==> config.mk <==
export PLATFORM = sky130hd
export DESIGN_NAME = median3_stream_filter
export DESIGN_NICKNAME = d
export VERILOG_FILES = /design/src/rtl/median3_stream_filter.sv
export SDC_FILE = /design/constraint.sdc
export NUM_CORES = 1
export LEC_CHECK = 0
export CORE_UTILIZATION = 50
export CTS_BUF_LIST = sky130_fd_sc_hd__clkbuf_4 sky130_fd_sc_hd__clkbuf_8 sky130_fd_sc_hd__clkbuf_16
export CTS_CLUSTER_DIAMETER = 120
export DETAILED_ROUTE_END_ITERATION = 10
export HOLD_SLACK_MARGIN = 0.05
export PLACE_DENSITY = 0.71
export SYNTH_ARGS = -nofsm -noshare
export SYNTH_HDL_FRONTEND = slang
export SYNTH_SLANG_ARGS = --single-unit
export TNS_END_PERCENT = 30
==> constraint.sdc <==
create_clock -name clk -period 6.83 [get_ports clk]
set_input_delay 2.049 -clock clk [delete_from_list [all_inputs] [get_ports clk]]
set_output_delay 2.049 -clock clk [all_outputs]
set_load 0.01 [all_outputs]
==> src/rtl/median3_stream_filter.sv <==
// Streaming 3-tap median filter with frame-aware edge replication.
// One median out per sample in; the window reseeds at every frame start and
// a FLUSH cycle emits the replicated final sample after each multi-sample frame.
module median3_stream_filter #(
    parameter int unsigned WIDTH = 8
) (
    input  logic             clk,
    input  logic             rst,
    input  logic             in_valid,
    output logic             in_ready,
    input  logic [WIDTH-1:0] in_data,
    input  logic             in_last,
    output logic             out_valid,
    input  logic             out_ready,
    output logic [WIDTH-1:0] out_data,
    output logic             out_last
);

    typedef enum logic [1:0] {
        StIdle,
        StRun,
        StFlush
    } state_e;

    state_e           state_q, state_d;
    logic [WIDTH-1:0] prev_q, prev_d;
    logic [WIDTH-1:0] cur_q, cur_d;
    logic             out_valid_q, out_valid_d;
    logic [WIDTH-1:0] out_data_q, out_data_d;
    logic             out_last_q, out_last_d;

    logic             out_free;
    logic             in_acc;
    logic [WIDTH-1:0] lo, hi, hi_c, med;

    // Handshake: the output register is free when empty or being drained this cycle
    always_comb begin
        out_free = !out_valid_q || out_ready;
        in_ready = (state_q != StFlush) && out_free;
        in_acc   = in_valid && in_ready;
    end

    // Three-comparator network: med(a,b,c) = max(min(a,b), min(max(a,b), c))
    always_comb begin
        lo   = (prev_q < cur_q) ? prev_q : cur_q;
        hi   = (prev_q < cur_q) ? cur_q : prev_q;
        hi_c = (hi < in_data) ? hi : in_data;
        med  = (lo > hi_c) ? lo : hi_c;
    end

    // Next-state: window shift, output register load/drain and frame sequencing
    always_comb begin
        state_d     = state_q;
        prev_d      = prev_q;
        cur_d       = cur_q;
        out_valid_d = out_valid_q;
        out_data_d  = out_data_q;
        out_last_d  = out_last_q;

        // Drain first; a reload below overrides this in the same cycle
        if (out_valid_q && out_ready) begin
            out_valid_d = 1'b0;
        end

        case (state_q)
            StIdle: begin
                if (in_acc) begin
                    if (in_last) begin
                        // Single-sample frame: the sample is its own median
                        out_valid_d = 1'b1;
                        out_data_d  = in_data;
                        out_last_d  = 1'b1;
                    end else begin
                        // Seed both taps so the first median replicates sample 0
                        prev_d  = in_data;
                        cur_d   = in_data;
                        state_d = StRun;
                    end
                end
            end
            StRun: begin
                if (in_acc) begin
                    out_valid_d = 1'b1;
                    out_data_d  = med;
                    out_last_d  = 1'b0;
                    prev_d      = cur_q;
                    cur_d       = in_data;
                    if (in_last) begin
                        state_d = StFlush;
                    end
                end
            end
            StFlush: begin
                // med(prev,cur,cur) is always cur, so emit it directly
                if (out_free) begin
                    out_valid_d = 1'b1;
                    out_data_d  = cur_q;
                    out_last_d  = 1'b1;
                    state_d     = StIdle;
                end
            end
            default: begin
                state_d = StIdle;
            end
        endcase
    end

    // State and output registers with synchronous reset
    always_ff @(posedge clk) begin
        if (rst) begin
            state_q     <= StIdle;
            prev_q      <= '0;
            cur_q       <= '0;
            out_valid_q <= 1'b0;
            out_data_q  <= '0;
            out_last_q  <= 1'b0;
        end else begin
            state_q     <= state_d;
            prev_q      <= prev_d;
            cur_q       <= cur_d;
            out_valid_q <= out_valid_d;
            out_data_q  <= out_data_d;
            out_last_q  <= out_last_d;
        end
    end

    assign out_valid = out_valid_q;
    assign out_data  = out_data_q;
    assign out_last  = out_last_q;

endmodule

==> results.md, run 1 <==
- Hold buffer count at CTS: 0
- Layout cells sized above 1: 5.84%
- Clock root cell: clkbuf_8
- # diodes: 0
- Top-area cell type share of the netlist area: 23.0%
- VDD IR-drop max: 0.000236 V
- P per Cell Area: 344 nW/um^2
- Pre-CTS setup slack: 0.681 ns
- Avg Vias per Cell: 6.21
- Post-synthesis net count: 334
- Via count: 2248
- Die footprint: 5160 sq um
- FF+latch count, synth: 28
- H-Tree Depth: 1
- CP bufs+invs: 2
- Clk sinks: 28
- Net count, final: 348
- CP Data Required Time: 7.01 ns
- Lkg Pwr: 1.15 nW
- CP top delay family: compound AO/OA/AOI/OAI gates
- CTS Buf Count: 3
- Max Cap Viol: 0
- Wire length of the first global-routing pass: 10100 um
- Skew final: 0.0110 ns
- Port Buffers: 23
- Area Overhead vs Synth: 12.2%
- Resized Gates After CTS: 0
- Most frequent cells in the layout: 33 x mux2i_1, 31 x inv_1, 28 x dfxtp_1
- Status: complete, no violations
- Initial core utilization: 51.9%
- Post-DP HPWL: 4480 um
- Worst R2R Path Depth: 20
- CP max stage cell: clkdlybuf4s50_1
- # rows: 25
- Critical R2R Capture: out_data[4]
- Vias in the first global route: 2138
- Wire per inst: 16.8 um
- Average size of a mapped cell: 8.26 sq um
- Slew HR: 18.5%
- CTS tree: yes
- Crit. End Element: register
- Crit Path Max Fanout: 9
- Worst Hold Depth: 2
- Worst hold endpoint: out_last
- Maximum clock insertion buffer count: 2
- Die Span X: 71.8 um
- R2r setup slk: 1.12 ns
- Worst hold start: out_last
- Total congestion overflow: 0
- Post-CTS setup buffer count: 0
- Worst skew pair latency: 0.29 ns
- Commonest non-fill, non-tap cell in the layout: mux2i_1
- Fin crit period: 5.94 ns
- Critical Path AT: 6.12 ns
- Fmax: 0.168 GHz
- Mapped Area: 2440 sq um
- Final ANT Viol Nets: 0
- Total Power: 0.940 mW
- Routability cong.: 0.907
- First drt pass iteration count: 4
- Final core utilization: 58.2%
- Cell variety after synth: 37
- Yosys top cell by area: dfxtp_1
- Setup violators final: 0
- Syn Inst Count: 295
- Post-route worst setup slack: 0.891 ns
- Crit-path most repeated cell: ha_1
- Ranking of synthesized cells by area: dfxtp_1 23%, mux2i_1 14%, ha_1 13%
- Worst setup path class: in -> reg
- Fin Setup TNS: 0 ns
- Slew Limit Fails: 0
- Die height: 71.8 um
- Post-Route WL: 6080 um
- Hold Fails Final Rpt: 0
- Reg clk slew, reported paths: 0.11 ns
- Sequential fraction of the synthesis area: 23.0%
- Slew @ Worst Pin: 1.21 ns
- Area of the core: 4690 sq um
- Hold WC Path Type: reg -> reg
- Residual DRC count: 0
- DR iter-0 viols: 179
- RSZ-0062 raised after global routing: no
- Crit-path max cell delay: 0.58 ns
- CP Cell Sequence: clkdlybuf4s50_1 -> inv_1 -> ha_1 -> nand2_1 -> o21ai_0 -> nor2_1 -> a2111oi_4 -> nor3_1 -> or2_1 -> ha_1 -> nand3_1 -> o21bai_1 -> a31o_2 -> a21o_1 -> o32a_1 -> o41ai_1
- Top Ports: 24
- Global-route usage over all layers: 25.1%
- Synth warn: 0
- Worst R2R Start: cur_q[5]
- Crit path from: in_data[7]
- Initial antenna violation count: 0
- CP Launch Type: input port
- Pin count of the biggest net entering global routing: 30
- Final cycle utilization of the critical path: 87.0%
==> worst reg2reg max path, cell delays in order, from the launching register on <==
cell and delay, ns:
dfxtp_1 0.48, inv_1 0.08, ha_1 0.30, nand2_1 0.05
a211o_1 0.30, o21ai_4 0.58, mux2_2 0.43, ha_1 0.32
nand2_1 0.05, o21ai_0 0.34, nor2_1 0.19, a2111oi_4 0.57
nor3_1 0.13, or2_1 0.26, ha_1 0.30, nand3_1 0.09
o21bai_1 0.16, a31o_2 0.25, a21o_1 0.29, o32a_1 0.39
o41ai_1 0.07
==> state kept, by name, summed over array words and instances (netlist names) <==
name,flops
out_last,1
out_data,8
out_valid,1
state_q,2
cur_q,8
prev_q,8
==> where the power goes <==
part / leakage, nW / switching (mW) / internal (mW)
registers: 0.230 / 0.0273 / 0.190
logic: 0.890 / 0.364 / 0.251
clock network: 0.0288 / 0.0560 / 0.0518
==> synthesized netlist by cell type, drive strengths merged <==
library cell / count
nor2: 24
nand4: 1
a2111oi: 2
nand2: 8
nand2b: 1
o32ai: 1
or3: 1
a211o: 2
dfxtp: 28
o21a: 1
a31oi: 2
a2111o: 1
nor3: 11
o32a: 7
o21ai: 25
nor3b: 1
buf: 3
a31o: 1
o41ai: 7
a21o: 3
a211oi: 10
o21bai: 1
nor2b: 3
nand3: 10
mux2: 7
a21oi: 20
or2: 8
o2111a: 3
inv: 31
ha: 26
a41o: 1
clkbuf: 12
mux2i: 33
==> worst max path at each step <==
stage | end | slack [ns] | cells after the start
after CTS | out_data[4] | 0.97 | 16
after global placement | out_data[1] | 0.80 | 16
after floorplan | out_data[1] | 1.67 | 16
after detailed placement | out_data[4] | 0.68 | 16
after global routing | out_data[1] | 0.61 | 15
final | out_data[4] | 0.89 | 16
==> cell type report <==
cell class / instances / area, sq um
multi-input cells: 221 / 1700
well taps: 54 / 67.6
flip-flops and latches: 28 / 561
repair buffers: 24 / 238
fillers: 444 / 1960
clock buffers: 4 / 55.1
inverters: 31 / 116
==> stage by stage <==
step	cells	instance area [sq um]	hold slack (ns)
4_1_cts	362	2730	0.508
3_3_place_gp	358	2680	0.469
3_5_place_dp	358	2680	0.484
6_report	362	2730	0.499
2_1_floorplan	295	2440	0.478
5_1_grt	362	2730	0.560
==> cell families after synthesis <==
group           Yosys count  share of synthesized area [%]
simple gates             68                           13.3
buf+inv                  46                           7.40
flops                    28                           23.0
compound gates           87                           26.2
mux                      40                           16.8
fa+ha+maj                26                           13.4
==> routing by layer <==
layer / GRT usage, % / vias to the layer above / part of all wire [%]
li1: - / 1113 / -
met3: 3.38 / 6 / 3.6
met2: 47.6 / 55 / 52
met4: 5.88 / 0 / 0.87
met1: 29.7 / 1074 / 44
met5: 0 / - / 0
Power figures use the tool's default switching activity.
==> inputs of run 2 (changes only) <==
--- a/config.mk
+++ b/config.mk
@@ -5,12 +5,15 @@
 export SDC_FILE = /design/constraint.sdc
 export NUM_CORES = 1
 export LEC_CHECK = 0
-export CORE_UTILIZATION = 50
+export CELL_PAD_IN_SITES_DETAIL_PLACEMENT = 0
+export CELL_PAD_IN_SITES_GLOBAL_PLACEMENT = 1
+export CORE_UTILIZATION = 43
 export CTS_BUF_LIST = sky130_fd_sc_hd__clkbuf_4 sky130_fd_sc_hd__clkbuf_8 sky130_fd_sc_hd__clkbuf_16
 export CTS_CLUSTER_DIAMETER = 120
 export DETAILED_ROUTE_END_ITERATION = 10
 export HOLD_SLACK_MARGIN = 0.05
-export PLACE_DENSITY = 0.71
+export PLACE_DENSITY_LB_ADDON = 0.1
+export SKIP_CTS_REPAIR_TIMING = 1
 export SYNTH_ARGS = -nofsm -noshare
 export SYNTH_HDL_FRONTEND = slang
 export SYNTH_SLANG_ARGS = --single-unit
==> run 2 against run 1 <==
Via count shrank 1.6%. First-iteration DRC count fell by 43%. Critical path type unchanged. Highest routed layer unchanged. Sequential share of layout area down 0.23 points. Register-to-register slack lost 0.04 ns. Utilization decreased by 7.7 points. Worst hold slack worse by 0.0018 ns.
==> results.md, run 2 (synthesis results as in run 1) <==
- # rows: 27 (+8.0%)
- Worst hold endpoint: out_last
- Clock power frac: 9.8% (-1.7 points)
- Clock root cell: clkbuf_8
- # diodes: 0 (unchanged)
- Internal power: 0.498 mW (+0.87%)
- Placed inst area: 2720 sq um (+1.7%)
- Area of the core: 5470 sq um (+17%)
- Total congestion overflow: 0 (unchanged)
- Skew final: 0.00260 ns (-0.00840 ns)
- Wire length of the first global-routing pass: 11000 um (+8.8%)
- Final core utilization: 50.5% (-7.7 points)
- Filler Cells Inserted: 559 (+26%)
- Post-DP HPWL: 4720 um (+5.4%)
- Lkg Pwr: 1.15 nW (+0.58%)
- Worst skew pair latency: 0.28 ns (about the same)
- Final ANT Viol Nets: 0 (unchanged)
- GR Layer Usage met3: 2.50% (-0.88 points)
- Worst R2R Start: cur_q[5]
- Avg Vias per Cell: 5.79 (-6.7%)
- Reg clk slew, reported paths: 0.10 ns (about the same)
- Worst R2R Path Depth: 20 (unchanged)
- Die footprint: 5970 sq um (+16%)
- Final cycle utilization of the critical path: 86.4% (-0.59 points)
- Status: complete, no violations
- Worst Hold Depth: 2 (unchanged)
- Slew HR: 29.6% (+11 points)
- Vias in the first global route: 2291 (+7.2%)
- Met2 Usage GRT: 42.2% (-5.4 points)
- Most frequent cells in the layout: 33 x mux2i_1, 31 x inv_1, 28 x dfxtp_1
- Crit-path max cell delay: 0.58 ns (about the same)
- P per Cell Area: 346 nW/um^2 (+0.52%)
- Worst hold start: out_last
- Post-Route WL: 6560 um (+8.0%)
- Critical R2R Capture: out_data[7]
- Die Span X: 77.3 um (+7.6%)
- Setup violators final: 0 (unchanged)
- CTS Buf Count: 3 (unchanged)
- Global-route usage over all layers: 23.2% (-1.9 points)
- Via count: 2213 (-1.6%)
- CTS tree: yes
- Critical Path AT: 6.06 ns (-0.06 ns)
- First drt pass iteration count: 4 (unchanged)
- Met1 layer usage reported by global route: 28.0% (-1.6 points)
- DR iter-0 viols: 102 (-43%)
- Hold Fails Final Rpt: 0 (unchanged)
- CP Cell Sequence: clkdlybuf4s50_1 -> inv_1 -> ha_1 -> nand2_1 -> o21ai_0 -> nor2_1 -> a2111oi_4 -> nor3_1 -> or2_1 -> ha_1 -> nand3_1 -> o21bai_1 -> a31o_2 -> a21o_1 -> o32a_1 -> o41ai_1
- Fin crit period: 5.90 ns (-0.0405 ns)
- Initial antenna violation count: 0 (unchanged)
- Crit. End Element: register
- RSZ-0062 raised after global routing: no
- Grt peak-use layer: met2
- Crit Path Max Fanout: 9 (unchanged)
- Initial core utilization: 44.5% (-7.4 points)
- Flop pwr share: 22.6% (-0.5 points)
- R2r setup slk: 1.08 ns (-0.04 ns)
- CP top delay family: compound AO/OA/AOI/OAI gates
- Routability cong.: 0.848 (-6.5%)
- Slew @ Worst Pin: 1.06 ns (-0.159 ns)
- Net count, final: 351 (+0.86%)
- CP Launch Type: input port
- Hold WC Path Type: reg -> reg
- Clk sinks: 28 (unchanged)
- Die height: 77.3 um (+7.6%)
- Residual DRC count: 0 (unchanged)
- Sw Ratio: 48.0% (+0.41 points)
- Max Cap Viol: 0 (unchanged)
- Layout cells sized above 1: 6.45% (+0.61 points)
- CP Data Required Time: 6.99 ns (-0.02 ns)
- Wire per inst: 17.2 um (+2.3%)
- Top Ports: 24 (unchanged)
- Worst setup path class: in -> reg
- Maximum clock insertion buffer count: 2 (unchanged)
- CP max stage cell: a2111oi_4
- Combinational share of power: 67.5% (+2.1 points)
- Fmax: 0.170 GHz (+0.69%)
- Port Buffers: 23 (unchanged)
- Finished Cell Area: 2760 sq um (+1.1%)
- Crit-path most repeated cell: ha_1
- Commonest non-fill, non-tap cell in the layout: mux2i_1
- H-Tree Depth: 1 (unchanged)
- Hold WS: 0.497 ns (-0.00179 ns)
- Pin count of the biggest net entering global routing: 30 (unchanged)
- Slew Limit Fails: 0 (unchanged)
- VDD IR-drop max: 0.000208 V (-12%)
- Fin Setup TNS: 0 ns (unchanged)
- CP bufs+invs: 2 (unchanged)
- Area Overhead vs Synth: 13.5%
- P_sw: 0.458 mW (+2.5%)
==> run 2: how the worst max path moves through the flow <==
stage	end	depth (start not counted)	slack, ns	from
6_report	out_data[7]	16	0.93	in_data[7]
5_1_grt	out_data[3]	16	0.62	in_data[7]
3_5_place_dp	out_data[7]	16	0.70	in_data[7]
3_3_place_gp	out_data[1]	16	0.74	in_data[7]
2_1_floorplan	out_data[1]	16	1.67	in_data[7]
4_1_cts	out_data[7]	16	0.99	in_data[7]
==> run 2: per-stage QoR <==
stage          std cells  total power [mW]  setup WS [ns]
2_1_floorplan        295             0.686           1.67
3_3_place_gp         379             0.855          0.738
3_5_place_dp         379             0.859          0.700
4_1_cts              382             0.956          0.990
5_1_grt              382              1.03          0.623
6_report             382             0.956          0.931
==> run 2: power by group through the flow <==
stage / sequential, mW / combinational [mW] / clock [mW]
CTS: 0.217 / 0.641 / 0.0986
finish: 0.216 / 0.646 / 0.0940
detailed placement: 0.221 / 0.638 / 0
floorplan: 0.218 / 0.468 / 0
global placement: 0.220 / 0.635 / 0
global route: 0.221 / 0.706 / 0.105
==> run 2: cell type report <==
class	instances	area [sq um]	area share, %
Tap cell	72	90.1	3.26
Sequential cell	28	561	20.3
Inverter	31	116	4.21
Multi-Input combinational cell	221	1700	61.3
Clock buffer	3	41.3	1.49
Timing Repair Buffer	27	260	9.42
==> run 2: layer usage <==
| layer | vias up | share of wire [%] |
|---|---|---|
| met3 | 10 | 4.5 |
| met1 | 1036 | 46 |
| met4 | 0 | 1.3 |
| met5 | - | 0 |
| li1 | 1113 | - |
| met2 | 54 | 48 |
==> run 2: tightest hold or removal path: stages (launching register included) <==
cell     delay, ns
dfxtp_1       0.34
a21oi_1       0.06
nor2_1        0.07
